File: src/rtl/pipe_ctrl.sv
// rtl/pipe_ctrl.sv - stall/flush sequencer for the five-stage LC-3b pipeline
module pipe_ctrl #(
  parameter int CW = 16
) (
  input  logic          clk,
  input  logic          reset,
  input  logic          imem_resp,
  input  logic          dmem_access,
  input  logic          dmem_resp,
  input  logic          load_use,
  input  logic          mispredict,
  input  logic [15:0]   br_target,
  output logic          imem_read,
  output logic          load_pc,
  output logic          pc_sel,
  output logic [15:0]   redirect_pc,
  output logic          load_if_id,
  output logic          load_id_ex,
  output logic          load_ex_mem,
  output logic          load_mem_wb,
  output logic          flush_if_id,
  output logic          flush_id_ex,
  output logic [CW-1:0] stall_count,
  output logic [CW-1:0] flush_count
);

  // DISCARD: a fetch was in flight at a mispredict; let it finish, then drop it
  typedef enum logic {RUN, DISCARD} state_t;

  state_t      state, state_next;
  logic [15:0] redir_q;
  logic        dstall;
  logic        take_flush;

  assign dstall = dmem_access & ~dmem_resp;

  // Next-state and all pipeline-register controls, decoded from state and hazards
  always_comb begin
    state_next  = state;
    imem_read   = 1'b0;
    load_pc     = 1'b0;
    pc_sel      = 1'b0;
    redirect_pc = (state == DISCARD) ? redir_q : br_target;
    load_if_id  = 1'b0;
    load_id_ex  = 1'b0;
    load_ex_mem = 1'b0;
    load_mem_wb = 1'b0;
    flush_if_id = 1'b0;
    flush_id_ex = 1'b0;
    take_flush  = 1'b0;
    if (reset) begin
      state_next = RUN;
    end else begin
      imem_read = 1'b1;
      case (state)
        RUN: begin
          if (dstall) begin
            // whole pipeline frozen; a mispredict will be seen again next cycle
          end else if (mispredict) begin
            load_if_id  = 1'b1;
            load_id_ex  = 1'b1;
            load_ex_mem = 1'b1;
            load_mem_wb = 1'b1;
            flush_if_id = 1'b1;
            flush_id_ex = 1'b1;
            take_flush  = 1'b1;
            if (imem_resp) begin
              load_pc = 1'b1;
              pc_sel  = 1'b1;
            end else begin
              state_next = DISCARD;
            end
          end else if (load_use) begin
            load_id_ex  = 1'b1;
            load_ex_mem = 1'b1;
            load_mem_wb = 1'b1;
            flush_id_ex = 1'b1;
          end else if (!imem_resp) begin
            load_if_id  = 1'b1;
            load_id_ex  = 1'b1;
            load_ex_mem = 1'b1;
            load_mem_wb = 1'b1;
            flush_if_id = 1'b1;
          end else begin
            load_pc     = 1'b1;
            load_if_id  = 1'b1;
            load_id_ex  = 1'b1;
            load_ex_mem = 1'b1;
            load_mem_wb = 1'b1;
          end
        end
        DISCARD: begin
          load_if_id  = ~dstall;
          load_id_ex  = ~dstall;
          load_ex_mem = ~dstall;
          load_mem_wb = ~dstall;
          flush_if_id = 1'b1;
          flush_id_ex = ~dstall;
          // the wrong-path word is dropped even if the back end is stalled
          if (imem_resp) begin
            load_pc    = 1'b1;
            pc_sel     = 1'b1;
            state_next = RUN;
          end
        end
        default: state_next = RUN;
      endcase
    end
  end

  // State register
  always_ff @(posedge clk) begin
    if (reset) state <= RUN;
    else       state <= state_next;
  end

  // Hold the redirect target while the in-flight fetch drains
  always_ff @(posedge clk) begin
    if (reset)
      redir_q <= 16'h0000;
    else if (state == RUN && state_next == DISCARD)
      redir_q <= br_target;
  end

  // Saturating stall and flush performance counters
  always_ff @(posedge clk) begin
    if (reset) begin
      stall_count <= '0;
      flush_count <= '0;
    end else begin
      if (!load_pc && stall_count != {CW{1'b1}})
        stall_count <= stall_count + 1'b1;
      if (take_flush && flush_count != {CW{1'b1}})
        flush_count <= flush_count + 1'b1;
    end
  end

endmodule

File: config.mk
export PLATFORM = sky130hd
export DESIGN_NAME = pipe_ctrl
export DESIGN_NICKNAME = d
export VERILOG_FILES = /design/src/rtl/pipe_ctrl.sv
export SDC_FILE = /design/constraint.sdc
export NUM_CORES = 1
export LEC_CHECK = 0
export ABC_AREA = 1
export CORE_MARGIN = 10
export CORE_UTILIZATION = 48
export CTS_CLUSTER_SIZE = 30
export DETAILED_ROUTE_END_ITERATION = 8
export PLACE_DENSITY = 0.84
export SKIP_LAST_GASP = 1
export SLEW_MARGIN = 30
export SYNTH_ARGS = -nofsm -noshare
export SYNTH_HDL_FRONTEND = slang
export SYNTH_SLANG_ARGS = --single-unit
File: constraint.sdc
create_clock -name clk -period 1.7 [get_ports clk]
set_input_delay 0.255 -clock clk [delete_from_list [all_inputs] [get_ports clk]]
set_output_delay 0.255 -clock clk [all_outputs]
set_load 0.05 [all_outputs]
## Word-level counts from Yosys, hierarchy flattened

Index checks and enable logic that the tools add are counted.
Widths: inputs -> output; s select.

| operators by class | value |
|---|---|
| add/sub/neg operators | 2 |
| equal/unequal tests | 2 |
| muxes and demuxes | 39 |
| bitwise gates (word level) | 4 |
| reduce and logical (&&, ||, !) cells | 4 |

Operators by type and width:

| operator | count |
|---|---|
| $add 16x1->16 const B | 2 |
| $ne 16x16->1 const B | 2 |
| $mux 1 | 31 |
| $mux 16 | 1 |
| $pmux 1 s2 | 7 |
| $logic_and 1x1->1 | 3 |
| $not 1->1 | 3 |
| $and 1x1->1 | 1 |
| $logic_not 1->1 | 1 |

| storage, ports and cells | value |
|---|---|
| bits in registers | 49 |
| output and inout bits | 57 |
| word-level logic and storage cells | 55 |

## Longest topological paths before layout

Gate-level depths: netlist of the first run.

| logic depth | value |
|---|---|
| depth in word-level cells | 8 |
| mapped depth | 10 |
| mapped depth without buffers | 10 |

## Worst setup path before layout of the first run

No wires, ideal clock.

| timing path | value |
|---|---|
| path kind | reg-to-output |
| start point | register state |
| end point | output flush_if_id |
| arrival | 2.133 ns |
| required time | 1.445 ns |
| path slack | -0.688 ns |
| stages on the path, launching flop included | 7 |
| buffers on the path | 0 |
| cells stage by stage | dfxtp_1 -> nor2_1 -> nand2_1 -> inv_1 -> nor3_1 -> a21oi_1 -> inv_1 |

| between the ends | value |
|---|---|
| cells in the longest elaborated chain, start to end | 3 |

Ends and longest elaborated chain:

| item | line | source |
|---|---|---|
| start, declared | 30 | `state_t state, state_next;` |
| start signal, assigned | 114 | `else state <= state_next;` |
| $not 1->1 | - |  |
| $pmux 1 s2 (*) | 55 | `case (state)` |
| $mux 1 (*) | 51 | `if (reset) begin` |
| end, declared | 21 | `output logic flush_if_id,` |

Mark *: on every way between the ends. The rest lies on a longest branch, timed or not.

## Worst setup path in the final report of the first run

Ends and elaborated chain as after synthesis.

==> results of run 1 <==
==> cell type report <==
cell class / instances / area share, %
clock inverters: 2 / 0.340
clock buffers: 6 / 2.04
repair buffers: 119 / 26.5
well taps: 72 / 2.23
inverters: 34 / 3.15
multi-input cells: 347 / 41.1
flip-flops and latches: 49 / 24.6
diodes: 1 / 0.0618
==> metrics by stage <==
step / hold slack (ns) / cell area [um2] / cells / setup WS [ns] / TNS [ns]
5_1_grt: 0.532 / 4050 / 630 / -0.0732 / -0.0952
2_1_floorplan: 0.327 / 2870 / 446 / 0.000572 / 0
4_1_cts: 0.497 / 3980 / 626 / 0.000129 / 0
6_report: 0.498 / 4050 / 630 / 0.0173 / 0
3_3_place_gp: 0.473 / 3880 / 617 / -0.174 / -4.38
3_5_place_dp: 0.482 / 3880 / 617 / -0.261 / -6.65
==> power groups by stage <==
stage	sequential, mW	clock, mW	combinational (mW)
finish	1.20	0.745	0.606
detailed placement	1.23	0	0.595
floorplan	1.26	0	0.320
global placement	1.23	0	0.587
global route	1.20	0.806	0.650
CTS	1.20	0.762	0.597
==> cells by family (layout without fill, tap and decap cells) <==
logic type	after synthesis	after routing	synth area share [%]
simple gates	286	286	42.8
buf+inv	50	161	8.57
flops	49	49	34.5
compound gates	48	48	9.89
xor+xnor	11	11	3.38
fa+ha+maj	2	2	0.879
other cells	0	1	0
==> sequential cells by signal (all words and copies together) (netlist names) <==
signal and cells:
flush_count 16, redir_q 16, stall_count 16, state 1
==> final timing paths <==
kind	start	to	slack [ns]	depth (start not counted)
min reg2reg	stall_count[1]$_SDFFE_PP0P_	stall_count[1]$_SDFFE_PP0P_	0.50	2
max	state$_SDFF_PP0_	flush_if_id	0.02	7
min	stall_count[1]$_SDFFE_PP0P_	stall_count[1]$_SDFFE_PP0P_	0.50	2
max reg2reg	flush_count[1]$_SDFFE_PP0P_	flush_count[1]$_SDFFE_PP0P_	0.13	9
==> layer usage <==
| layer | vias up | wire length (um) |
|---|---|---|
| met2 | 93 | 3760 |
| met5 | - | 0 |
| met4 | 0 | 81 |
| li1 | 1619 | - |
| met1 | 1393 | 3500 |
| met3 | 7 | 783 |
==> repair_timing <==
| action | 4_1_cts | 5_1_grt |
|---|---|---|
| resized for setup | 7 | 7 |
| cloned | 0 | 0 |
| pin swaps | 3 | 4 |
| endpoints found under the hold margin | 0 | 0 |
| setup buffers | 1 | 3 |
| endpoints found under the setup margin | 21 | 29 |
==> critical path, cell delays in order, from the launching register on <==
cell     delay (ns)
dfxtp_4        0.41
nor2_2         0.04
nand2_1        0.09
inv_2          0.06
nor3_4         0.19
a21oi_1        0.08
inv_1          0.10
buf_12         0.14
==> cells in the final DEF, fill, tap and decap left out, drive strengths merged, types with 4 or more instances in the layout <==
cell type / netlist / final
xnor2: 4 / 4
nand4: 8 / 8
clkdlybuf4s50: 0 / 18
dfxtp: 49 / 49
nor2: 88 / 88
xor2: 7 / 7
clkbuf: 6 / 6
a21oi: 28 / 28
buf: 10 / 97
nand2: 161 / 161
inv: 34 / 34
o21ai: 20 / 20
nand3: 22 / 22
==> results.cfg, run 1 <==
[setup_path]
crit_path_start_kind = register
required_ns = 1.44
criticalPathCategory = reg2out
worstPathMaxFanout = 8
arrival_ns = 1.43
cp-end-kind = primary output

[route]
vias = 3112
wirelength_mm = 8.12
wl_per_cell_um = 12.9
drt_first_pass_iters = 4
drc_errors = 0
drtAntennaViolNets = 0
drtIter0Drc = 149
viasPerCell = 4.94

[logic_synthesis]
synth_edf_count = 0
synthesis.area_um2 = 2850
async_flop_share_pct = 0
yosysUniqueCellTypes = 23
synthTopCellsByArea = dfxtp_1 (34%), nand2_1 (20%), nor2_1 (10%)
yosysSeqAreaShare_pct = 34.5
ys.flop_type = dfxtp_1
synthCells = 446
synth_nets = 471
synth_commonest_cells = nand2_1 (149), nor2_1 (78), dfxtp_1 (49), inv_1 (31), nand3_1 (22)
synth_top_area_share_pct = 34.5
synth_most_common_cell = nand2_1
avgSynthCellArea_um2 = 6.38
ys_ff_latch = 49
yosys_warnings = 0
yosys.area.top_type = dfxtp_1

[power_and_ir_drop]
peakVddDrop_mv = 0.423
p_leak_nw = 1.83
combPwrFrac_pct = 23.8
finalPower_mw = 2.55
switchingPower_mw = 0.811
intPower_mw = 1.74
pwr-share-clk_pct = 29.2
sequentialPowerShare_pct = 47.0
power_density_nw_per_um2 = 631
swShare_pct = 31.8

[timing]
slew_headroom_pct = 74.5
skew_ns = 0.0106
setup_viol = 0
worst_slew_pin_slew_ns = 0.381
rsz0062_at_grt = true
period_share_pct = 99.0
period_minus_slack_ns = 1.68
max_freq_ghz = 0.594
hold_violations = 0
drv_slew = 0

[floorplan]
design.core.area_um2 = 5640
initial_utilization_pct = 50.5
die-area_um2 = 9410
fp-row-count = 27
ioPinCount = 80
fp.dieW_um = 97.0
fp.dieH_um = 97.0

[clock_tree]
clk_path_buf_depth = 2
hold_buffers = 0
clk_pin_slew_worst_paths_ns = 0.10
h-tree-depth = 2
cts_root_buf = clkbuf_8
clk_latency_ns = 0.31
cts_tree = yes
cts_num_sinks = 49
cts_buffers = 5

[global_route]
grtUsageMet3_pct = 7.45
grt_max_degree = 24
busiest_layer = met2
grt_pass1_wl_mm = 13.7
grt_pass1_vias = 3009
gr-usage-met2_pct = 26.8
track_usage_pct = 16.5
use_met1_pct = 19.3
antenna_found_initial = 1
grt_overflow = 0

[cells_and_area]
nNetsFinal = 581
syn_to_final_growth_pct = 42.2
fill_cells = 479
layout-drive-gt1-share_pct = 28.4
seq_area_um2 = 995
multi_input_area_um2 = 1660
final_core_util_pct = 71.7

[placement]
gp_congestion = 0.835
dp.final_hpwl_mm = 6.24
port_buffers = 79

[run_status]
status = finished, final reports clean

[min_path]
hp-class = reg2reg

[job]
maxCapViolCount = 0
Note: power is estimated with default switching activity, not from simulation.
==> run 2, diff against run 1 <==
- CORE_UTILIZATION: 48 -> 25
- GPL_TIMING_DRIVEN: not set -> 1
- PLACE_DENSITY: 0.84 -> 0.51
==> run 2 against run 1 <==
- setup slack improved by 0.10 ns
- hold slack lost 0.20 ns
- sequential share of layout area down 0.96 points
- final cell count grew 11%
- via count down 2.9%
- count of clock-buffer cells in the layout did not move
- core utilization is 33 points lower
- design area up 4.1%
- critical endpoint unchanged
- largest power group unchanged
- highest routed layer is now met5
==> results.cfg, run 2 (same netlist as run 1, synthesis figures left out) <==
[clock_tree]
hold_buffers = 0
cts_root_buf = clkbuf_16
clk_latency_ns = 0.28
clk_pin_slew_worst_paths_ns = 0.07
clk_path_buf_depth = 2
h-tree-depth = 2
cts_tree = yes
cts_buffers = 5
cts_num_sinks = 49

[setup_path]
max_stage_delay_ns = 0.37
required_ns = 1.44
reg2reg_depth = 7
cp-end-kind = primary output
timing.rr.end = flush_count[14]$_SDFFE_PP0P_
criticalPathCategory = reg2out
worstPathMaxFanout = 6
r2r_start = flush_count[1]$_SDFFE_PP0P_
cp_cell_sequence = nor2_1 > nand2_1 > inv_2 > nor3_4 > a21oi_2 > inv_1 > buf_6
arrival_ns = 1.33
critical_path.slowest_cell = dfxtp_4
crit_path_start_kind = register
ff2ff_setup_slack_ns = 0.18

[cells_and_area]
final_common_cell = nand2_1
top_regs = flush_count (16), redir_q (16), stall_count (16)
layout-drive-gt1-share_pct = 28.7
fin_area_um2 = 4210
fill_cells = 1170
finalNonFillerCells = 699
final_cell_mix = nand2_1 (148), buf_4 (87), nor2_1 (74)
syn_to_final_growth_pct = 47.9
nNetsFinal = 582

[global_route]
antenna_found_initial = 2
track_usage_pct = 10.7
grt_pass1_vias = 3071
grt_overflow = 0
grt_pass1_wl_mm = 14.7
grt_max_degree = 27

[floorplan]
die-area_um2 = 16100
fp-row-count = 38
fp.dieW_um = 127
fp.dieH_um = 127
ioPinCount = 80
initial_utilization_pct = 25.9
design.core.area_um2 = 11000

[route]
wirelength_mm = 8.70
drc_errors = 0
wl_per_cell_um = 12.4
viasPerCell = 4.32
vias = 3022
drtAntennaViolNets = 0
drt_first_pass_iters = 4
drtIter0Drc = 105

[timing]
setup_viol = 0
period_share_pct = 93.0
skew_ns = 0.00529
hold_violations = 0
period_minus_slack_ns = 1.58
drv_slew = 0
worst_slew_pin_slew_ns = 0.390
rsz0062_at_grt = true
max_freq_ghz = 0.632
slew_headroom_pct = 73.9

[min_path]
worstHoldPathCells = 3
hp-class = in2reg
hold_end = state$_SDFF_PP0_
min-delay-start = imem_resp

[power_and_ir_drop]
power_density_nw_per_um2 = 667
p_leak_nw = 1.88
peakVddDrop_mv = 0.458

[placement]
gp_congestion = 0.759
port_buffers = 79
dp.final_hpwl_mm = 6.59
dpl-instance-area_um2 = 3970
dp.cells = 688

[run_status]
status = finished, final reports clean

[job]
maxCapViolCount = 0
[run 2: through the flow]
stage                     hold WS, ns  power (mW)  setup slack, ns  setup TNS [ns]  util (%)
after CTS                       0.496        2.85         -0.00312        -0.00312      37.6
after floorplan                 0.327        1.58         0.000572               0         -
after global routing            0.294        2.94           0.0143               0      38.3
final                           0.297        2.81            0.118               0      38.3
after detailed placement        0.485        1.82           -0.134           -2.14      36.2
after global placement          0.483        1.82          -0.0934           -1.16      36.2
[run 2: worst max path at each step]
stage / startpoint / to / slack [ns] / cells past startpoint
after global placement: mispredict / stall_count[15]$_SDFFE_PP0P_ / -0.09 / 9
after detailed placement: mispredict / stall_count[13]$_SDFFE_PP0P_ / -0.13 / 9
after global routing: state$_SDFF_PP0_ / flush_if_id / 0.01 / 7
after CTS: mispredict / load_pc / -0.003 / 7
after floorplan: flush_count[3]$_SDFFE_PP0P_ / flush_count[10]$_SDFFE_PP0P_ / 0.0006 / 8
final: state$_SDFF_PP0_ / flush_if_id / 0.12 / 7
[run 2: layout make-up]
cell class / count / area, um2 / area share [%]
antenna: 1 / 2.50 / 0.0594
clock buffer: 6 / 129 / 3.06
clock inverter: 2 / 15.0 / 0.357
inverter: 34 / 130 / 3.09
multi-input combinational: 347 / 1680 / 39.9
sequential: 49 / 995 / 23.6
tap: 140 / 175 / 4.16
timing repair buffer: 120 / 1080 / 25.8
[run 2: layer usage]
layer | share of wire [%] | track usage (%) | vias up | wire length [um]
met4 | 0.55 | 2.14 | 2 | 48
met2 | 44 | 17.1 | 76 | 3820
met3 | 9.2 | 4.83 | 6 | 804
met5 | 0.080 | 0 | - | 7
li1 | - | - | 1626 | -
met1 | 46 | 13.1 | 1312 | 4020
[run 2: what timing repair did]
item | CTS | global route
resized for setup | 6 | 16
pin swaps | 0 | 6
endpoints found under the setup margin | 3 | 29
setup buffers | 0 | 2
[run 2: critical path, delay by kind of cell, from the launching register on]
kind	cells	cell delay (ns)
DFF	1	0.37
buffers and inverters	3	0.31
and+or+nand+nor	3	0.24
AOI/OAI and AO/OA	1	0.12
[run 2: power by group]
part | internal [mW] | total, mW | switching [mW]
logic | 0.232 | 0.612 | 0.379
registers | 1.18 | 1.19 | 0.0178
clock network | 0.547 | 1.00 | 0.454
==> run 3, diff against run 2 <==
- CORE_ASPECT_RATIO: not set -> 2
- TNS_END_PERCENT: not set -> 30
==> run 3 against run 2 <==
- sequential power about the same
- routed wire length increased by 7.0%
- register-to-register slack got worse by 0.05 ns
- the run now ends with setup timing left
==> results.cfg, run 3 (same netlist as run 1, synthesis figures left out) <==
[route]
vias = 3108
drc_errors = 0
viasPerCell = 4.41
drtAntennaViolNets = 0
drtIter0Drc = 93
drt_first_pass_iters = 4
wl_per_cell_um = 13.2
wirelength_mm = 9.31

[clock_tree]
clk_pin_slew_worst_paths_ns = 0.06
clk_path_buf_depth = 2
cts_num_sinks = 49
cts_buffers = 5
cts_tree = yes
hold_buffers = 0
h-tree-depth = 2
cts_root_buf = clkbuf_16
clk_latency_ns = 0.29

[cells_and_area]
top_regs = flush_count (16), redir_q (16), stall_count (16)
syn_to_final_growth_pct = 48.7
antenna_cells = 0
final_common_cell = nand2_1
nNetsFinal = 588
final_cell_mix = nand2_1 (149), buf_4 (93), nor2_1 (77)
fill_cells = 1219
layout-drive-gt1-share_pct = 28.2

[placement]
port_buffers = 79
dp.final_hpwl_mm = 7.54
pre_cts_slack_ns = -0.146
gp_congestion = 0.773

[setup_path]
worstPathMaxFanout = 3
required_ns = 1.44
cp_cell_sequence = clkdlybuf4s50_1 > nand2_2 > inv_1 > nor3_4 > a21oi_1 > inv_1 > buf_12
max_stage_delay_ns = 0.52
cp_num_buf_inv = 4
path_common_cell = inv_1
crit_family = buffers and inverters
critical_path.slowest_cell = clkdlybuf4s50_1
crit_path_start_kind = input pin
cp-end-kind = primary output
criticalPathCategory = in2out
arrival_ns = 1.46

[timing]
skew_ns = 0.00312
holdWs_ns = 0.493
worst_slew_pin_slew_ns = 0.370
fin_ws_ns = -0.0112
rsz0062_at_grt = true
drv_slew = 0
max_freq_ghz = 0.584
period_minus_slack_ns = 1.71
setup_viol = 2
hold_violations = 0
period_share_pct = 101
slew_headroom_pct = 75.2

[global_route]
grt_pass1_wl_mm = 15.1
antenna_found_initial = 0
grt_overflow = 0
track_usage_pct = 11.6
grt_pass1_vias = 3162
grt_max_degree = 21

[floorplan]
initial_utilization_pct = 25.4
design.core.area_um2 = 11200
die-area_um2 = 16300
fp.dieW_um = 95.5
fp-row-count = 55
fp.dieH_um = 171
ioPinCount = 80

[power_and_ir_drop]
swShare_pct = 29.5
combPwrFrac_pct = 21.9
pwr-share-clk_pct = 36.0
p_leak_nw = 1.88
switchingPower_mw = 0.840
intPower_mw = 2.00
sequentialPowerShare_pct = 42.1
power_density_nw_per_um2 = 672
peakVddDrop_mv = 0.348

[min_path]
hp-class = reg2reg

[run_status]
status = finished with violations
violations = setup timing

[job]
maxCapViolCount = 0
-- run 3: cell types whose count changed in the layout (fill, tap and decap cells not counted), moves of 2 or more --
cell	before	now
buf_12	9	11
buf_4	87	93
buf_6	2	0
clkdlybuf4s50_1	17	20
clkinvlp_4	2	0
dfxtp_2	8	10
dlymetal6s2s_1	4	0
inv_1	29	31
nor2_1	74	77
nor2_2	8	6
-- run 3: worst reg2reg max path, cell delays in order (launching register included) --
cell and delay (ns):
dfxtp_2 0.34, ha_1 0.18, nand2_1 0.07, nor2_2 0.12
nand2_2 0.11, nor2_1 0.21, nor2_4 0.09, buf_4 0.16
o21ai_0 0.13, nor2_1 0.06
-- run 3: routing by layer --
layer / routed length, um / track usage (%)
met2: 5370 / 22.8
met3: 405 / 2.46
met5: 0 / 0
met4: 180 / 4.45
met1: 3360 / 11.0
-- run 3: power by group through the flow --
stage,registers (mW),logic [mW],clock network [mW]
CTS,1.20,0.623,1.05
detailed placement,1.22,0.619,0
floorplan,1.26,0.319,0
global route,1.20,0.670,1.08
global placement,1.22,0.616,0
finish,1.20,0.623,1.02
-- run 3: path summary, 6_finish.rpt --
kind	from	to	slack [ns]	cells after the start
worst max-delay path	dmem_access	flush_if_id	-0.01	7
worst min-delay path	stall_count[1]$_SDFFE_PP0P_	stall_count[1]$_SDFFE_PP0P_	0.49	2
worst max register to register	flush_count[0]$_SDFFE_PP0P_	flush_count[1]$_SDFFE_PP0P_	0.13	9
worst min register to register	stall_count[1]$_SDFFE_PP0P_	stall_count[1]$_SDFFE_PP0P_	0.49	2
-- run 3: metrics by stage --
step                power (mW)  util [%]  cells  area [um2]  setup TNS [ns]
global route              2.95      37.7    705        4230          -0.480
CTS                       2.87      37.3    702        4180         -0.0418
floorplan                 1.58         -    446        2870          -0.152
finish                    2.84      37.7    705        4230         -0.0156
global placement          1.84      35.9    694        4030           -2.39
detailed placement        1.84      35.9    694        4030           -3.46
-- run 3: layout make-up --
| type | count | area (um2) | area share [%] |
|---|---|---|---|
| inverter | 34 | 128 | 3.02 |
| timing repair buffer | 126 | 1140 | 26.8 |
| multi-input combinational | 347 | 1660 | 39.1 |
| clock buffer | 7 | 143 | 3.37 |
| tap | 142 | 178 | 4.20 |
| sequential | 49 | 993 | 23.5 |
-- run 3: repair_timing --
item | CTS | global route
setup buffers | 1 | 3
pin swaps | 2 | 2
endpoints found under the setup margin | 5 | 34
resized for setup | 5 | 3
